## config.mk

```make
export PLATFORM = sky130hd
export DESIGN_NAME = seg7_scan_ctrl_flat
export DESIGN_NICKNAME = d
export VERILOG_FILES = /design/src/rtl/seg7_pkg.sv /design/src/rtl/seg7_scan_ctrl_if.sv /design/src/rtl/seg7_hex_decode.sv /design/src/rtl/seg7_scan_ctrl.sv /design/src/flat_wrapper.sv
export SDC_FILE = /design/constraint.sdc
export NUM_CORES = 1
export LEC_CHECK = 0
export ABC_AREA = 1
export BUFFER_PORTS_ARGS = -buffer_cell sky130_fd_sc_hd__buf_4
export CORE_ASPECT_RATIO = 0.5
export CORE_MARGIN = 2
export CORE_UTILIZATION = 45
export CTS_CLUSTER_DIAMETER = 150
export DETAILED_ROUTE_END_ITERATION = 16
export GPL_TIMING_DRIVEN = 0
export RECOVER_POWER = 25
export SYNTH_ARGS = -nofsm -noshare
export SYNTH_HDL_FRONTEND = slang
export SYNTH_SLANG_ARGS = --single-unit
```

## constraint.sdc

```tcl
create_clock -name clk -period 2.8 [get_ports clk]
set_input_delay 0.28 -clock clk [delete_from_list [all_inputs] [get_ports clk]]
set_output_delay 0.28 -clock clk [all_outputs]
set_load 0.05 [all_outputs]
```

## src/rtl/seg7_pkg.sv

```systemverilog
// Shared types and constants for the dual-digit 7-segment scan controller.
// Segment patterns are active-low, bit 6 = a ... bit 0 = g.
package seg7_pkg;

    typedef enum logic [1:0] {
        SHOW_LO  = 2'd0,
        BLANK_LO = 2'd1,
        SHOW_HI  = 2'd2,
        BLANK_HI = 2'd3
    } state_e;

    localparam logic [6:0] SEG_BLANK = 7'h7F;

    // Entry [n] is the pattern for hex digit n; listed from F down to 0.
    localparam logic [15:0][6:0] HEX_SEG = {
        7'h38, 7'h30, 7'h42, 7'h31,
        7'h60, 7'h08, 7'h04, 7'h00,
        7'h0F, 7'h20, 7'h24, 7'h4C,
        7'h06, 7'h12, 7'h4F, 7'h01
    };

endpackage

```

## src/rtl/seg7_scan_ctrl_if.sv

```systemverilog
// Value-load handshake between a value source (master) and the scan controller (slave).
interface seg7_scan_ctrl_if;
    logic [7:0] value_i;
    logic       value_valid;
    logic       value_ready;

    modport master (output value_i, output value_valid, input value_ready);
    modport slave  (input value_i, input value_valid, output value_ready);
endinterface

```

## src/rtl/seg7_hex_decode.sv

```systemverilog
// Combinational hex nibble to active-low 7-segment pattern.
module seg7_hex_decode
    import seg7_pkg::*;
(
    input  logic [3:0] hex_i,
    output logic [6:0] seg_o
);

    assign seg_o = HEX_SEG[hex_i];

endmodule

```

## src/rtl/seg7_scan_ctrl.sv

```systemverilog
// Two-digit multiplexed 7-segment scan controller with frame-aligned value updates.
// Optional leading-zero blanking of the high digit with SEG7_LZB_EN.
//
// state    | meaning
// SHOW_LO  | low nibble lit, dig_sel=0, DIGIT_CYCLES long
// BLANK_LO | segments off, dig_sel held, BLANK_CYCLES long
// SHOW_HI  | high nibble lit, dig_sel=1, DIGIT_CYCLES long
// BLANK_HI | segments off, last cycle is the frame boundary
module seg7_scan_ctrl
    import seg7_pkg::*;
#(
    parameter int DIGIT_CYCLES = 12000,
    parameter int BLANK_CYCLES = 64
) (
    input  logic              clk,
    input  logic              rst,
    seg7_scan_ctrl_if.slave   bus,
    output logic [6:0]        seg,
    output logic              dig_sel,
    output logic              frame_done
);

    localparam int MAX_CYC = (DIGIT_CYCLES > BLANK_CYCLES) ? DIGIT_CYCLES : BLANK_CYCLES;
    localparam int CW      = (MAX_CYC > 1) ? $clog2(MAX_CYC) : 1;

    state_e        state_q, state_d;
    logic [CW-1:0] cnt_q, cnt_d;
    logic [7:0]    disp_q, disp_d;
    logic [7:0]    pend_val_q, pend_val_d;
    logic          pend_q, pend_d;
    logic [6:0]    seg_q, seg_d;
    logic          dig_sel_q, dig_sel_d;
    logic          ready_q, ready_d;
    logic          frame_done_q, frame_done_d;

    logic [CW-1:0] last_cnt;
    logic          dwell_end;
    logic          boundary;
    logic          xfer;
    logic [3:0]    nib;
    logic [6:0]    nib_seg;

    seg7_hex_decode u_dec (
        .hex_i (nib),
        .seg_o (nib_seg)
    );

    always_comb begin
        last_cnt = ((state_q == SHOW_LO) || (state_q == SHOW_HI)) ?
                   CW'(DIGIT_CYCLES - 1) : CW'(BLANK_CYCLES - 1);
        dwell_end = (cnt_q == last_cnt);

        state_d = state_q;
        cnt_d   = cnt_q + 1'b1;
        if (dwell_end) begin
            cnt_d = '0;
            case (state_q)
                SHOW_LO:  state_d = BLANK_LO;
                BLANK_LO: state_d = SHOW_HI;
                SHOW_HI:  state_d = BLANK_HI;
                default:  state_d = SHOW_LO;
            endcase
        end

        boundary = dwell_end && (state_q == BLANK_HI);
        xfer     = bus.value_valid && ready_q;

        // A transfer needs ready (pend clear), so it never collides with a boundary swap.
        disp_d     = disp_q;
        pend_d     = pend_q;
        pend_val_d = pend_val_q;
        if (boundary && pend_q) begin
            disp_d = pend_val_q;
            pend_d = 1'b0;
        end
        if (xfer) begin
            pend_val_d = bus.value_i;
            pend_d     = 1'b1;
        end
        ready_d = !pend_d;

        frame_done_d = (state_d == BLANK_HI) && (cnt_d == CW'(BLANK_CYCLES - 1));

        nib       = (state_d == SHOW_HI) ? disp_d[7:4] : disp_d[3:0];
        seg_d     = SEG_BLANK;
        dig_sel_d = dig_sel_q;
        case (state_d)
            SHOW_LO: begin
                seg_d     = nib_seg;
                dig_sel_d = 1'b0;
            end
            SHOW_HI: begin
`ifdef SEG7_LZB_EN
                seg_d     = (disp_d[7:4] == 4'h0) ? SEG_BLANK : nib_seg;
`else
                seg_d     = nib_seg;
`endif
                dig_sel_d = 1'b1;
            end
            default: seg_d = SEG_BLANK;
        endcase
    end

    always_ff @(posedge clk) begin
        if (rst) begin
            state_q      <= BLANK_HI;
            cnt_q        <= '0;
            disp_q       <= 8'h00;
            pend_val_q   <= 8'h00;
            pend_q       <= 1'b0;
            seg_q        <= SEG_BLANK;
            dig_sel_q    <= 1'b0;
            ready_q      <= 1'b1;
            frame_done_q <= 1'b0;
        end else begin
            state_q      <= state_d;
            cnt_q        <= cnt_d;
            disp_q       <= disp_d;
            pend_val_q   <= pend_val_d;
            pend_q       <= pend_d;
            seg_q        <= seg_d;
            dig_sel_q    <= dig_sel_d;
            ready_q      <= ready_d;
            frame_done_q <= frame_done_d;
        end
    end

    assign seg             = seg_q;
    assign dig_sel         = dig_sel_q;
    assign frame_done      = frame_done_q;
    assign bus.value_ready = ready_q;

endmodule

```

## src/flat_wrapper.sv

```systemverilog
// flat-port wrapper written by rule: the top's interface ports become plain ports
module seg7_scan_ctrl_flat import seg7_pkg::*;
#(
    parameter int DIGIT_CYCLES = 12000,
    parameter int BLANK_CYCLES = 64
)
  (clk, rst, seg, dig_sel, frame_done, bus_value_i, bus_value_valid, bus_value_ready);
  seg7_scan_ctrl_if bus_i ();
  input  logic clk;
  input  logic rst;
  output logic [6:0] seg;
  output logic dig_sel;
  output logic frame_done;
  input wire logic [$bits(bus_i.value_i)-1:0] bus_value_i;
  input wire logic [$bits(bus_i.value_valid)-1:0] bus_value_valid;
  output wire logic [$bits(bus_i.value_ready)-1:0] bus_value_ready;
  assign bus_i.value_i = bus_value_i;
  assign bus_i.value_valid = bus_value_valid;
  assign bus_value_ready = bus_i.value_ready;
  seg7_scan_ctrl #(.DIGIT_CYCLES(DIGIT_CYCLES), .BLANK_CYCLES(BLANK_CYCLES)) u_core (.clk(clk), .rst(rst), .bus(bus_i), .seg(seg), .dig_sel(dig_sel), .frame_done(frame_done));
endmodule
```

==> impl_metrics.csv, run 1 <==
group,metric,value,unit
timing,period_share,0.926,
global_route,grt_pass1_vias,1986,
timing,setup_viol,0,
worst_setup_path,crit_buf_inv,4,
clock_tree,cts_root_buf,"clkbuf_8",
synth,synth_compound_area_frac,0.0656,
timing,skew,0.00714,ns
run_status,status,"finished clean",
worst_hold_path,hold_path.class,"in2reg",
synth,yosys.area_share.simple,0.420,
synth,synth_adder_area_share,0.0559,
cells_and_area,multi_input_area,1380,sq um
placed_design,globalplace.congestion,0.905,
synth,syn-cell-area,2460,sq um
floorplan,die_height,56.3,um
synth,synth_top_family_by_area,"simple AND/OR/NAND/NOR gates",
global_route,track_usage,0.189,
routing,detail-route-antenna-nets,0,
floorplan,core.rowCount,18,
timing,max-slew-margin-rel,0.603,
cells_and_area,drive_above_1_share,0.207,
timing,slew_viol_final,0,
worst_setup_path,crit_family,"simple AND/OR/NAND/NOR gates",
power_and_ir_drop,ir_drop,0.295,mV
routing,routed_wl,5100,um
timing,fin_setup_tns,0,ns
worst_setup_path,cpMostUsedCell,"nand2_1",
worst_setup_path,critPathRequiredTime,2.99,ns
global_route,grt_first_pass_wirelength,9120,um
worst_setup_path,path_cells,"inv_2 > ha_1 > nor2_2 > nand2_1 > nand2_1 > nand3_2 > nor2_4 > buf_12 > buf_12 > nand4_2 > nand2_1 > nand2_1 > nand2_2 > inv_2 > ha_4 > nand3_1 > nand3_1 > nand3_1",
floorplan,dieArea,6110,sq um
clock_tree,clock_latency,0.30,ns
cells_and_area,diodes,0,
routing,vias,2153,
cells_and_area,layout_commonest_cell,"nand2_1",
routing,drt-pass1-iter-count,5,
placed_design,dpl.hpwl,3920,um
cells_and_area,area_growth,14.9,%
worst_setup_path,reg2reg_from,"u_core.state_q[0]",
synth,synth_area_leaders,"dfxtp_1 35%, nand2_1 11%, nor2_1 7.5%",
routing,drtIter0Drc,87,
timing,finalCriticalPeriod,2.59,ns
worst_hold_path,hp-start,"bus_value_i[4]",
clock_tree,clockBufferDepth,2,
synth,synth_cell_types,32,
run,drv.max_cap_violation_count,0,
power_and_ir_drop,p_leak,0.00126,uW
worst_setup_path,cp.arrival,2.78,ns
clock_tree,cts_sinks,43,
placed_design,place_area,2700,sq um
global_route,overflow,0,
worst_setup_path,cp_slowest_stage_delay,0.38,ns
floorplan,start_util,0.484,
worst_setup_path,cp_slowest_cell,"dfxtp_4",
synth,synth.area.mux_share,0,
floorplan,fp.coreArea,5090,sq um
timing,max_freq,386,MHz
worst_setup_path,worst_setup_path_start_kind,"flip-flop",
timing,hold_violations,0,
synth,synth_top_area_frac,0.350,
global_route,antenna_found_initial,0,
routing,via_per_inst,4.87,
clock_tree,hold_buffers,0,
synth,yosysTopAreaCell,"dfxtp_1",
floorplan,die_x,109,um
synth,ys_seq_elements,43,
synth,synth_xor_area_frac,0.00712,
routing,drc_errors,0,
clock_tree,cts-buffers-inserted,5,
cells_and_area,fillers,537,
clock_tree,cts_tree,"yes",
synth,syn_inst,340,
synth,synth_fp_nets,362,
synth,syn_area_per_cell,7.24,sq um
floorplan,io_pins,21,
synth,synth-seq-area-share,0.350,
global_route,grt_max_degree,15,
worst_setup_path,cp-end-kind,"flip-flop",
timing,holdWs,0.229,ns
worst_setup_path,critical_path.startpoint,"u_core.state_q[0]",
synth,yosys_warnings,0,
cells_and_area,ff_latch_area,868,sq um
cells_and_area,design_area,2830,sq um
cells_and_area,nets,393,
clock_tree,clkTransAtPathRegs,0.08,ns
clock_tree,htreeDepth,2,
cells_and_area,layout_common_cells,"70 x nand2_1, 48 x nor2_1, 42 x inv_1",
power_and_ir_drop,power_density,397,nW/um^2
routing,wire_per_inst,11.5,um
worst_setup_path,critPathKind,"reg2reg",
timing,worstMarginPinSlew,0.598,ns
placed_design,io_buffers,20,
worst_setup_path,cp_max_fo,10,
==> path summary, 6_finish.rpt <==
check,cells past startpoint,to,slack [ns]
max reg2reg,18,u_core.seg[3],0.21
min reg2reg,2,u_core.pend_val_q[1],0.46
min,3,u_core.pend_val_q[4],0.23
max,18,u_core.seg[3],0.21
==> cells in the mapped netlist, drive strengths merged <==
master,instances
clkbuf,3
dfxtp,43
a21oi,12
ha,11
inv,45
nand2,98
nand3,27
and3,2
nor2,54
buf,5
xor2,2
nor4,2
nand4,12
nor3,6
or2,1
o21ai,16
o22ai,1
==> logic make-up (layout without fill, tap and decap cells) <==
logic type | count (synthesis) | count (layout)
fa+ha+maj | 11 | 11
flops | 43 | 43
xor+xnor | 2 | 2
compound gates | 29 | 29
buf+inv | 53 | 85
simple gates | 202 | 202
==> area by class of cell <==
type	count	area share
plain buffers	8	0.0288
clock buffers	6	0.0292
clock inverters	2	0.00575
inverters	45	0.0597
multi-input cells	244	0.488
flip-flops and latches	43	0.307
well taps	70	0.0310
repair buffers	24	0.0504
==> routing by layer <==
metal,GRT usage,vias to the layer above,part of all wire
met3,0.0453,8,0.036
met1,0.259,963,0.52
li1,-,1138,-
met4,0.0714,0,0.015
met5,0,-,0
met2,0.288,44,0.43
==> report_power, final <==
| group | internal [uW] | total [uW] | leakage [uW] | switching (uW) |
|---|---|---|---|---|
| logic | 23.3 | 62.0 | 0.000867 | 38.7 |
| clock network | 201 | 426 | 0.0000474 | 225 |
| registers | 625 | 634 | 0.000350 | 8.80 |
| total | 849 | 1120 | 0.00126 | 272 |
==> state kept, by name, indices dropped and copies added, names as in the netlist <==
register and count:
u_core.cnt_q 14, u_core.disp_q 8, u_core.pend_val_q 8, u_core.seg 7
u_core.state_q 2, u_core.bus.value_ready 1, u_core.dig_sel 1, u_core.frame_done 1
u_core.pend_q 1
==> per-stage QoR <==
step | total power [uW] | utilization | setup WS, ns | cells
floorplan | 688 | - | 0.375 | 340
global placement | 711 | 0.530 | 0.0146 | 430
detailed placement | 714 | 0.530 | 0.00110 | 430
CTS | 1140 | 0.550 | 0.0888 | 438
global route | 1170 | 0.556 | -0.00206 | 442
finish | 1120 | 0.556 | 0.208 | 442
==> tightest hold or removal path: stages <==
cell and delay [ns]:
buf_4 0.08, o21ai_0 0.07, nor2_1 0.08
==> timing repair <==
| action | CTS | global route |
|---|---|---|
| pin swaps | 0 | 2 |
| buffers inserted | 0 | 4 |
| gates resized for setup | 1 | 8 |
| endpoints found under the setup margin | 1 | 6 |
Power figures use the tool's default switching activity.
==> run 2, diff against run 1 <==
--- a/config.mk
+++ b/config.mk
@@ -8,12 +8,12 @@
 export ABC_AREA = 1
 export BUFFER_PORTS_ARGS = -buffer_cell sky130_fd_sc_hd__buf_4
 export CORE_ASPECT_RATIO = 0.5
-export CORE_MARGIN = 2
 export CORE_UTILIZATION = 45
 export CTS_CLUSTER_DIAMETER = 150
 export DETAILED_ROUTE_END_ITERATION = 16
 export GPL_TIMING_DRIVEN = 0
 export RECOVER_POWER = 25
+export SLEW_MARGIN = 20
 export SYNTH_ARGS = -nofsm -noshare
 export SYNTH_HDL_FRONTEND = slang
 export SYNTH_SLANG_ARGS = --single-unit
==> impl_metrics.csv, run 2 (synthesis results as in run 1) <==
group,metric,value,unit
run_status,status,"finished clean",
placed_design,globalplace.congestion,0.864,
timing,max-slew-margin-rel,0.607,
cells_and_area,diodes,0,
clock_tree,htreeDepth,2,
placed_design,io_buffers,20,
worst_setup_path,critPathRequiredTime,2.97,ns
run,drv.max_cap_violation_count,0,
global_route,grt_max_degree,14,
cells_and_area,area_growth,16.5,%
worst_setup_path,cp_max_fo,10,
routing,vias,2131,
clock_tree,cts-buffers-inserted,5,
worst_hold_path,hold_depth,3,
floorplan,core.rowCount,18,
cells_and_area,nets,395,
clock_tree,cts_root_buf,"clkbuf_8",
cells_and_area,top_register,"u_core.cnt_q",
floorplan,io_pins,21,
placed_design,place_ws,0.0121,ns
routing,drc_errors,0,
worst_setup_path,reg2regPathDepth,19,
cells_and_area,layout_common_cells,"71 x nand2_1, 48 x nor2_1, 42 x inv_1",
global_route,grt_pass1_vias,1941,
routing,drtIter0Drc,97,
floorplan,fp.coreArea,5090,sq um
global_route,grt_first_pass_wirelength,8670,um
clock_tree,cts_tree,"yes",
clock_tree,clkTransAtPathRegs,0.08,ns
worst_setup_path,critPathKind,"reg2reg",
cells_and_area,layout_commonest_cell,"nand2_1",
cells_and_area,fillers,519,
clock_tree,clockBufferDepth,2,
global_route,overflow,0,
cells_and_area,drive_above_1_share,0.214,
timing,period_share,0.912,
worst_hold_path,hold_path.class,"in2reg",
clock_tree,hold_buffers,0,
routing,routed_wl,5050,um
worst_setup_path,cp-end-kind,"flip-flop",
timing,max_freq,392,MHz
power_and_ir_drop,power_density,416,nW/um^2
floorplan,die_height,54.3,um
clock_tree,cts_sinks,43,
timing,setup_ws,0.247,ns
worst_setup_path,reg2reg_from,"u_core.state_q[0]",
routing,drt-pass1-iter-count,4,
global_route,track_usage,0.194,
timing,hold_violations,0,
power_and_ir_drop,p_total,1190,uW
cells_and_area,ff_latch_area,868,sq um
cells_and_area,top_regs,"u_core.cnt_q (14), u_core.disp_q (8), u_core.pend_val_q (8)",
cells_and_area,instances_no_fill,444,
routing,via_per_inst,4.80,
timing,holdWs,0.240,ns
cells_and_area,largest_reg_flops,14,
timing,slew_viol_final,0,
routing,detail-route-antenna-nets,0,
routing,wire_per_inst,11.4,um
worst_setup_path,r2r_slack,0.25,ns
timing,worstMarginPinSlew,0.592,ns
worst_setup_path,cp.arrival,2.72,ns
floorplan,start_util,0.484,
worst_hold_path,hp-start,"bus_value_i[4]",
timing,skew,0.00552,ns
worst_setup_path,worst_setup_path_start_kind,"flip-flop",
clock_tree,clock_latency,0.29,ns
placed_design,place_inst,430,
timing,finalCriticalPeriod,2.55,ns
cells_and_area,multi_input_area,1390,sq um
placed_design,dpl.hpwl,3890,um
floorplan,dieArea,5790,sq um
floorplan,die_x,107,um
power_and_ir_drop,p_leak,0.00128,uW
global_route,antenna_found_initial,0,
worst_setup_path,critical_path.startpoint,"u_core.state_q[0]",
power_and_ir_drop,ir_drop,0.192,mV
timing,setup_viol,0,
[run 2: stage by stage]
| stage | util | TNS [ns] | instance area, sq um |
|---|---|---|---|
| 6_report | 0.563 | 0 | 2870 |
| 5_1_grt | 0.563 | -0.0129 | 2870 |
| 2_1_floorplan | - | 0 | 2460 |
| 4_1_cts | 0.554 | 0 | 2820 |
| 3_3_place_gp | 0.530 | 0 | 2700 |
| 3_5_place_dp | 0.530 | 0 | 2700 |
[run 2: worst paths after layout]
check / end
max: u_core.seg[6]
min: u_core.pend_val_q[4]
max reg2reg: u_core.seg[6]
min reg2reg: u_core.pend_val_q[1]
[run 2: metal layers]
metal  routed length, um  part of all wire  vias up  global-route usage
li1                    -                 -     1144                   -
met1                2670              0.53      947               0.255
met5                   0                 0        -                   0
met2                2190              0.43       36               0.327
met4                  36            0.0071        0              0.0434
met3                 158             0.031        4              0.0488
[run 2: layout make-up]
class,count,share of cell area
clock inverters,2,0.0122
inverters,45,0.0589
well taps,70,0.0306
plain buffers,8,0.0284
flip-flops and latches,43,0.303
multi-input cells,244,0.483
clock buffers,6,0.0288
repair buffers,26,0.0550
[run 2: power breakdown]
part           switching, uW  total [uW]  internal [uW]  leakage, uW
registers               9.01         634            625     0.000350
logic                   38.2        61.4           23.2     0.000873
clock network            208         496            289    0.0000612
[run 2: what timing repair did]
item | CTS | global route
buffers inserted | 0 | 6
gates resized for setup | 1 | 10
hold endpoints to repair | 0 | 0
pin swaps | 0 | 6
setup endpoints to repair | 1 | 7
[run 2: worst max-delay path, stage by stage (launching register included)]
cell and delay, ns:
dfxtp_4 0.38, inv_2 0.07, ha_1 0.21, nor2_2 0.12, nand2_1 0.06, nand2_1 0.07
nand3_2 0.10, nor2_4 0.18, buf_12 0.15, buf_12 0.13, nand4_1 0.09, nand2_1 0.10
nand2_1 0.09, nand2_4 0.11, inv_1 0.08, ha_2 0.19, inv_1 0.05, nand3_1 0.09
nand3_1 0.09, nand3_1 0.07
